$ cat config.mk
export PLATFORM = sky130hd
export DESIGN_NAME = ifu_ibuf
export DESIGN_NICKNAME = d
export VERILOG_FILES = /design/src/rtl/ifu_pkg.sv /design/src/rtl/ifu_ibuf_chk.sv /design/src/rtl/ifu_ibuf_mem.sv /design/src/rtl/ifu_ibuf.sv
export SDC_FILE = /design/constraint.sdc
export NUM_CORES = 1
export LEC_CHECK = 0
export CORE_ASPECT_RATIO = 1.2
export CORE_MARGIN = 5
export CORE_UTILIZATION = 55
export CTS_CLUSTER_DIAMETER = 120
export CTS_CLUSTER_SIZE = 14
export DETAILED_ROUTE_END_ITERATION = 7
export GPL_TIMING_DRIVEN = 0
export PLACE_DENSITY = 0.82
export SLEW_MARGIN = 15
export SYNTH_ARGS = -nofsm -noshare
export SYNTH_HDL_FRONTEND = slang
export SYNTH_HIERARCHICAL = 1
export SYNTH_SLANG_ARGS = --single-unit
export TNS_END_PERCENT = 1
$ cat constraint.sdc
create_clock -name i_Clk -period 7.35 [get_ports i_Clk]
set_input_delay 0.735 -clock i_Clk [delete_from_list [all_inputs] [get_ports i_Clk]]
set_output_delay 0.735 -clock i_Clk [all_outputs]
set_load 0.02 [all_outputs]
$ cat src/rtl/ifu_pkg.sv
// Shared widths, line-entry layout and word-extract helper for the instruction fetch buffer.
package ifu_pkg;
   localparam int PC_WIDTH       = 30;
   localparam int LINE_WIDTH     = 128;
   localparam int INSTR_WIDTH    = 32;
   localparam int WORDS_PER_LINE = 4;
   localparam int LA_WIDTH       = PC_WIDTH - 2;

   typedef struct packed {
      logic                  valid;
      logic                  filled;
      logic [LA_WIDTH-1:0]   addr;
      logic [1:0]            sel;
      logic [LINE_WIDTH-1:0] data;
   } ibufEntry_t;

   function automatic logic [INSTR_WIDTH-1:0] lineWord(input logic [LINE_WIDTH-1:0] line,
                                                       input logic [1:0]            idx);
      return line[32'(idx) * INSTR_WIDTH +: INSTR_WIDTH];
   endfunction
endpackage

$ cat src/rtl/ifu_ibuf_chk.sv
// Protocol checks for the fetch buffer: ready discipline, orphan responses, overflow.
module ifu_ibuf_chk #(
   parameter int DEPTH = 4,
   parameter int CNT_W = 3
) (
   input logic             i_Clk,
   input logic             i_RstN,
   input logic             i_FetchV,
   input logic             i_FetchR,
   input logic             i_MemRspV,
   input logic             i_Flush,
   input logic [CNT_W-1:0] i_OccCnt,
   input logic [CNT_W-1:0] i_PendCnt,
   input logic [CNT_W-1:0] i_DropCnt
);
   logic fetchRPrev_r;

   // Ready offered in the previous cycle.
   always_ff @(posedge i_Clk or negedge i_RstN) begin
      if (!i_RstN) fetchRPrev_r <= 1'b1;
      else         fetchRPrev_r <= i_FetchR;
   end

   a_fetchAfterReady: assert property (@(posedge i_Clk) disable iff (!i_RstN)
      i_FetchV |-> fetchRPrev_r);
   a_rspOutstanding: assert property (@(posedge i_Clk) disable iff (!i_RstN)
      i_MemRspV |-> (i_PendCnt != '0 || i_DropCnt != '0));
   a_noAllocWhenFull: assert property (@(posedge i_Clk) disable iff (!i_RstN)
      (i_FetchV && !i_Flush) |-> (i_OccCnt != CNT_W'(DEPTH)));
   a_dropBound: assert property (@(posedge i_Clk) disable iff (!i_RstN)
      i_DropCnt <= CNT_W'(DEPTH));
endmodule

$ cat src/rtl/ifu_ibuf_mem.sv
// Line-entry storage: alloc and fill write ports, head read port, synchronous clear.
module ifu_ibuf_mem
   import ifu_pkg::*;
#(
   parameter int DEPTH = 4,
   localparam int PTR_W = $clog2(DEPTH)
) (
   input  logic                  i_Clk,
   input  logic                  i_RstN,
   input  logic                  i_Clear,
   input  logic                  i_AllocEn,
   input  logic [PTR_W-1:0]      i_AllocIdx,
   input  logic [LA_WIDTH-1:0]   i_AllocAddr,
   input  logic [1:0]            i_AllocSel,
   input  logic                  i_FillEn,
   input  logic [PTR_W-1:0]      i_FillIdx,
   input  logic [LINE_WIDTH-1:0] i_FillData,
   input  logic                  i_PopEn,
   input  logic [PTR_W-1:0]      i_HeadIdx,
   output logic                  o_HeadValid,
   output logic                  o_HeadFilled,
   output logic [LA_WIDTH-1:0]   o_HeadAddr,
   output logic [LINE_WIDTH-1:0] o_HeadData,
   output logic [1:0]            o_NextSel
);
   ibufEntry_t       entries_r [DEPTH];
   logic [PTR_W-1:0] nextIdx_s;

   // Entry array update: clear on flush, otherwise pop, alloc and fill writes.
   always_ff @(posedge i_Clk or negedge i_RstN) begin
      if (!i_RstN) begin
         for (int i = 0; i < DEPTH; i++) entries_r[i] <= '0;
      end else if (i_Clear) begin
         for (int i = 0; i < DEPTH; i++) begin
            entries_r[i].valid  <= 1'b0;
            entries_r[i].filled <= 1'b0;
         end
      end else begin
         for (int i = 0; i < DEPTH; i++) begin
            if (i_PopEn && i_HeadIdx == PTR_W'(i)) entries_r[i].valid <= 1'b0;
            if (i_AllocEn && i_AllocIdx == PTR_W'(i)) begin
               entries_r[i].valid  <= 1'b1;
               entries_r[i].filled <= 1'b0;
               entries_r[i].addr   <= i_AllocAddr;
               entries_r[i].sel    <= i_AllocSel;
            end
            if (i_FillEn && i_FillIdx == PTR_W'(i)) begin
               entries_r[i].filled <= 1'b1;
               entries_r[i].data   <= i_FillData;
            end
         end
      end
   end

   // The entry behind the head supplies the start word when the head pops.
   assign nextIdx_s    = i_HeadIdx + PTR_W'(1);
   assign o_HeadValid  = entries_r[i_HeadIdx].valid;
   assign o_HeadFilled = entries_r[i_HeadIdx].filled;
   assign o_HeadAddr   = entries_r[i_HeadIdx].addr;
   assign o_HeadData   = entries_r[i_HeadIdx].data;
   assign o_NextSel    = entries_r[nextIdx_s].sel;
endmodule

$ cat src/rtl/ifu_ibuf.sv
// Instruction fetch buffer: pairs line requests with in-order memory responses and
// issues one instruction per cycle to decode; flush discards everything in flight.
module ifu_ibuf
   import ifu_pkg::*;
#(
   parameter int DEPTH = 4
) (
   input  logic                   i_Clk,
   input  logic                   i_RstN,
   input  logic                   i_FetchV,
   input  logic [LA_WIDTH-1:0]    i_FetchA,
   input  logic [1:0]             i_InstrSel,
   output logic                   o_FetchR,
   input  logic                   i_MemRspV,
   input  logic [LINE_WIDTH-1:0]  i_MemRspD,
   input  logic                   i_Flush,
   output logic                   o_InstrV,
   output logic [INSTR_WIDTH-1:0] o_Instr,
   output logic [PC_WIDTH-1:0]    o_InstrPC,
   input  logic                   i_InstrR
);
   localparam int               PTR_W     = $clog2(DEPTH);
   localparam int               CNT_W     = $clog2(DEPTH) + 1;
   localparam logic [CNT_W-1:0] DEPTH_C   = CNT_W'(DEPTH);
   localparam logic [1:0]       LAST_WORD = 2'(WORDS_PER_LINE - 1);

   logic [PTR_W-1:0]      allocPtr_r, fillPtr_r, headPtr_r;
   logic [CNT_W-1:0]      occCnt_r, pendCnt_r, dropCnt_r, flushDrop_s;
   logic [CNT_W:0]        reserved_s, flushSum_s;
   logic [1:0]            word_r, wordNext_s, nextSel_s;
   logic                  headValid_s, headFilled_s;
   logic [LA_WIDTH-1:0]   headAddr_s;
   logic [LINE_WIDTH-1:0] headData_s;
   logic                  alloc_s, fill_s, fire_s, pop_s, dropping_s, instrV_s;

   assign dropping_s = (dropCnt_r != '0);
   assign alloc_s    = i_FetchV && !i_Flush;
   assign fill_s     = i_MemRspV && !dropping_s && !i_Flush;
   assign instrV_s   = headValid_s && headFilled_s;
   assign fire_s     = instrV_s && i_InstrR;
   assign pop_s      = fire_s && (word_r == LAST_WORD) && !i_Flush;
   assign reserved_s = {1'b0, occCnt_r} + {1'b0, dropCnt_r} + (CNT_W+1)'(i_FetchV);
   assign o_FetchR   = (reserved_s < (CNT_W+1)'(DEPTH));

   ifu_ibuf_mem #(.DEPTH(DEPTH)) uMem (
      .i_Clk        (i_Clk),
      .i_RstN       (i_RstN),
      .i_Clear      (i_Flush),
      .i_AllocEn    (alloc_s),
      .i_AllocIdx   (allocPtr_r),
      .i_AllocAddr  (i_FetchA),
      .i_AllocSel   (i_InstrSel),
      .i_FillEn     (fill_s),
      .i_FillIdx    (fillPtr_r),
      .i_FillData   (i_MemRspD),
      .i_PopEn      (pop_s),
      .i_HeadIdx    (headPtr_r),
      .o_HeadValid  (headValid_s),
      .o_HeadFilled (headFilled_s),
      .o_HeadAddr   (headAddr_s),
      .o_HeadData   (headData_s),
      .o_NextSel    (nextSel_s)
   );

   // Drops after a flush: every response still owed, pending drops carried over.
   always_comb begin
      flushSum_s = {1'b0, dropCnt_r} + {1'b0, pendCnt_r} + (CNT_W+1)'(i_FetchV)
                 - (CNT_W+1)'(i_MemRspV);
      if (flushSum_s > (CNT_W+1)'(DEPTH)) flushDrop_s = DEPTH_C;
      else                                flushDrop_s = flushSum_s[CNT_W-1:0];
   end

   // Word cursor: start word of whichever line becomes head, else advance on handshake.
   always_comb begin
      wordNext_s = word_r;
      if (pop_s) begin
         if (occCnt_r > CNT_W'(1)) wordNext_s = nextSel_s;
         else if (alloc_s)         wordNext_s = i_InstrSel;
         else                      wordNext_s = 2'd0;
      end else if (fire_s) begin
         wordNext_s = word_r + 2'd1;
      end else if (alloc_s && occCnt_r == '0) begin
         wordNext_s = i_InstrSel;
      end else begin
         wordNext_s = word_r;
      end
   end

   // Pointers and counters; flush wins over every other event.
   always_ff @(posedge i_Clk or negedge i_RstN) begin
      if (!i_RstN) begin
         allocPtr_r <= '0;
         fillPtr_r  <= '0;
         headPtr_r  <= '0;
         occCnt_r   <= '0;
         pendCnt_r  <= '0;
         dropCnt_r  <= '0;
         word_r     <= 2'd0;
      end else if (i_Flush) begin
         allocPtr_r <= '0;
         fillPtr_r  <= '0;
         headPtr_r  <= '0;
         occCnt_r   <= '0;
         pendCnt_r  <= '0;
         dropCnt_r  <= flushDrop_s;
         word_r     <= 2'd0;
      end else begin
         if (alloc_s) allocPtr_r <= allocPtr_r + PTR_W'(1);
         if (fill_s)  fillPtr_r  <= fillPtr_r + PTR_W'(1);
         if (pop_s)   headPtr_r  <= headPtr_r + PTR_W'(1);
         if (i_MemRspV && dropping_s) dropCnt_r <= dropCnt_r - CNT_W'(1);
         occCnt_r  <= occCnt_r + CNT_W'(alloc_s) - CNT_W'(pop_s);
         pendCnt_r <= pendCnt_r + CNT_W'(alloc_s) - CNT_W'(fill_s);
         word_r    <= wordNext_s;
      end
   end

   assign o_InstrV  = instrV_s;
   assign o_Instr   = instrV_s ? lineWord(headData_s, word_r) : '0;
   assign o_InstrPC = instrV_s ? {headAddr_s, word_r} : '0;

   ifu_ibuf_chk #(.DEPTH(DEPTH), .CNT_W(CNT_W)) uChk (
      .i_Clk     (i_Clk),
      .i_RstN    (i_RstN),
      .i_FetchV  (i_FetchV),
      .i_FetchR  (o_FetchR),
      .i_MemRspV (i_MemRspV),
      .i_Flush   (i_Flush),
      .i_OccCnt  (occCnt_r),
      .i_PendCnt (pendCnt_r),
      .i_DropCnt (dropCnt_r)
   );
endmodule

==> impl_metrics.json <==
{
  "outcome": "finished, final reports clean",
  "antenna_found_initial": 13,
  "slew_headroom_pct": 36.0,
  "die_area_sq_mm": 0.0598,
  "clockBufferDepth": 3,
  "yosysWarnings": 6,
  "grt_usage_pct": 25.2,
  "dp_slack_ns": 2.90,
  "synth_nets": 2000,
  "r2r_start": "headPtr_r[1]",
  "area_growth_pct": 15.6,
  "nNetsFinal": 2287,
  "crit_path_frequent_cell": "clkbuf_1",
  "numCtsBuffers": 52,
  "cts_resized": 0,
  "grt_max_degree": 117,
  "postRouteAntennaNets": 0,
  "hpwl_mm": 53.5,
  "required_ns": 6.61,
  "drive_above_1_share_pct": 42.2,
  "tightest_slew_ns": 0.959,
  "crit_type": "reg -> out",
  "die_y_um": 267,
  "avgSynthCellArea_sq_um": 16.7,
  "start_util_pct": 55.3,
  "root_buffer": "clkbuf_16",
  "fillers": 3844,
  "skew_ns": 0.0206,
  "port_buffers": 227,
  "gp_congestion": 0.800,
  "worst_path_max_delay_cell": "clkdlybuf4s50_1",
  "fin_crit_sh_pct": 68.4,
  "core-area_sq_mm": 0.0547,
  "hold_class": "in -> async",
  "routedWlPerCell_um": 26.3,
  "rsz0062_at_grt": "no",
  "firstDrtPassIters": 5,
  "cap_violations": 0,
  "cp-start-kind": "flop",
  "dr.first_iter.drc_count": 1053,
  "setup_viol": 0,
  "netlist_area_sq_mm": 0.0303,
  "r2r_setup_slack_ns": 3.81,
  "reg2reg_to": "occCnt_r[2]",
  "crit_path_end_kind": "primary output",
  "hold_buffers": 0,
  "setup_tns_ns": 0,
  "p_per_area_mw_per_mm2": 260,
  "p_leak_nw": 16.1,
  "path_cells": "clkbuf_1 -> clkbuf_1 -> mux4_2 -> and2_1 -> clkbuf_1 -> and2_1 -> clkdlybuf4s50_1",
  "viasPerCell": 6.08,
  "holdWs_ns": 0.0894,
  "critPathMaxFanout": 10,
  "setup_ws_ns": 2.32,
  "synthCells": 1813,
  "clk-insertion-delay-late_ns": 0.61,
  "drc_errors": 0,
  "cts_tree": "yes",
  "pin_count": 228,
  "die_w_um": 224,
  "ys_seq_area_share_pct": 54.3,
  "drv_slew": 0,
  "ys_ff_latch": 657,
  "clock_sinks": 657,
  "grt_pass1_vias": 19600,
  "totalWireLength_mm": 74.5,
  "num_rows": 94,
  "fin_util_pct": 64.0,
  "crit_path_max_incr_delay_ns": 0.63,
  "clk_pin_slew_worst_paths_ns": 0.07,
  "synth_cell_types": 47,
  "htree_levels": 2,
  "crit_arrival_ns": 4.29,
  "period_needed_ns": 5.03,
  "ir_worst_vdd_mv": 0.174,
  "fmax_mhz": 199,
  "postCtsSetupBuffers": 0,
  "grt_pass1_wl_mm": 116,
  "dr_total_vias": 17200,
  "total_power_mw": 9.08,
  "grt-ovfl-total": 0,
  "hold_viol_final": 0,
  "reg2reg_depth": 13
}
-- critical path, delay by kind of cell, from the launching register on --
| family | cells | cell delay [ns] |
|---|---|---|
| buffers and inverters | 4 | 2.10 |
| DFF | 1 | 0.43 |
| muxes | 1 | 0.44 |
| and+or+nand+nor | 2 | 0.71 |
-- metal layers --
metal	GRT usage, %	share of wire, %	up-vias
met5	0	0.12	-
met4	8.12	3.1	14
met3	4.21	5.2	127
met2	44.9	53	426
met1	31.6	39	9304
li1	-	-	7319
-- cell usage after synthesis (all sizes together) --
library cell  number  area share, %
a2111oi            1          0.029
a211oi             1          0.025
a21o               3          0.074
a21oi              2          0.033
a311o              1          0.033
a311oi             1          0.029
a31o               6           0.17
a31oi              2          0.041
and2              34           0.70
and3              32           0.66
and4bb             2          0.083
buf              101            2.6
clkbuf            26           0.32
dfrtp            657             54
fa                 4           0.26
ha                19           0.79
inv               21           0.26
mux2             633             24
mux2i              4           0.13
mux4             192             14
nand2              8          0.099
nand2b             4          0.083
nand3              5          0.083
nand3b             3          0.074
nand4              2          0.041
nand4b             2          0.058
nor2              18           0.22
nor2b              4          0.083
nor3               2          0.033
nor3b              1          0.025
nor4b              2          0.099
nor4bb             2           0.17
o21ai              3          0.050
o22a               1          0.029
o2bb2ai            1          0.029
or3b               1          0.029
xnor2              5           0.14
xor2               7           0.20
-- layout make-up --
type | instances | area, sq um | area share, %
multi-input combinational | 1008 | 12900 | 36.8
inverter | 21 | 78.8 | 0.225
timing repair buffer | 233 | 2440 | 6.98
tap | 720 | 901 | 2.58
sequential | 657 | 16400 | 47.0
buffer | 127 | 885 | 2.53
clock inverter | 2 | 17.5 | 0.0501
antenna | 7 | 17.5 | 0.0501
clock buffer | 54 | 1330 | 3.80
-- how the worst max path moves through the flow --
| stage | startpoint | endpoint | slack [ns] | cells past startpoint |
|---|---|---|---|---|
| after floorplan | headPtr_r[0] | o_Instr[31] | 4.36 | 6 |
| after global placement | i_RstN | uMem/entries_r[116] | -21.41 | 1 |
| after detailed placement | headPtr_r[1] | o_Instr[13] | 2.90 | 7 |
| after CTS | headPtr_r[1] | o_Instr[13] | 2.24 | 7 |
| after global routing | headPtr_r[1] | o_Instr[13] | 2.13 | 7 |
| final | headPtr_r[1] | o_Instr[13] | 2.32 | 7 |
-- stage by stage --
stage          instances  area, sq um
2_1_floorplan       1813        30300
3_3_place_gp        2760        33400
3_5_place_dp        2766        33600
4_1_cts             2822        35000
5_1_grt             2825        35000
6_report            2829        35000
-- cell usage in the layout, fill, tap and decap left out, types with 4 or more instances in the layout --
cell             instances
dfrtp_1                657
buf_12                  12
buf_2                   56
buf_16                   6
and3_1                  32
diode_2                  7
fa_1                     4
nand2_1                  8
mux2i_1                  4
a31o_2                   6
nor2b_1                  4
and2_1                  34
clkbuf_16               53
xor2_1                   7
xnor2_1                  5
mux2_1                 107
inv_1                   21
mux2_2                 526
ha_1                    19
nor2_1                  18
mux4_2                 188
clkdlybuf4s50_1        226
nand2b_1                 4
nand3_1                  5
buf_4                   26
clkbuf_1                27
mux4_1                   4
-- sequential cells by signal, summed over array words and instances (netlist names) --
signal / count
uMem/entries_r: 640
word_r: 2
allocPtr_r: 2
dropCnt_r: 3
pendCnt_r: 3
headPtr_r: 2
occCnt_r: 3
fillPtr_r: 2
-- cells by family (layout without fill, tap and decap cells) --
group | count (synthesis) | in the layout | synth area share [%]
fa+ha+maj | 23 | 23 | 1.05
simple gates | 122 | 122 | 2.54
xor+xnor | 12 | 12 | 0.347
compound gates | 22 | 22 | 0.546
mux | 829 | 829 | 38.0
flops | 657 | 657 | 54.3
other cells | 0 | 7 | 0
buf+inv | 148 | 437 | 3.18
-- power by group --
group	switching (mW)	internal [mW]	total, mW
Clock	1.21	1.27	2.48
Combinational	0.720	1.21	1.93
Sequential	0.365	4.30	4.66
Total	2.30	6.78	9.08
Power figures use the tool's default switching activity.
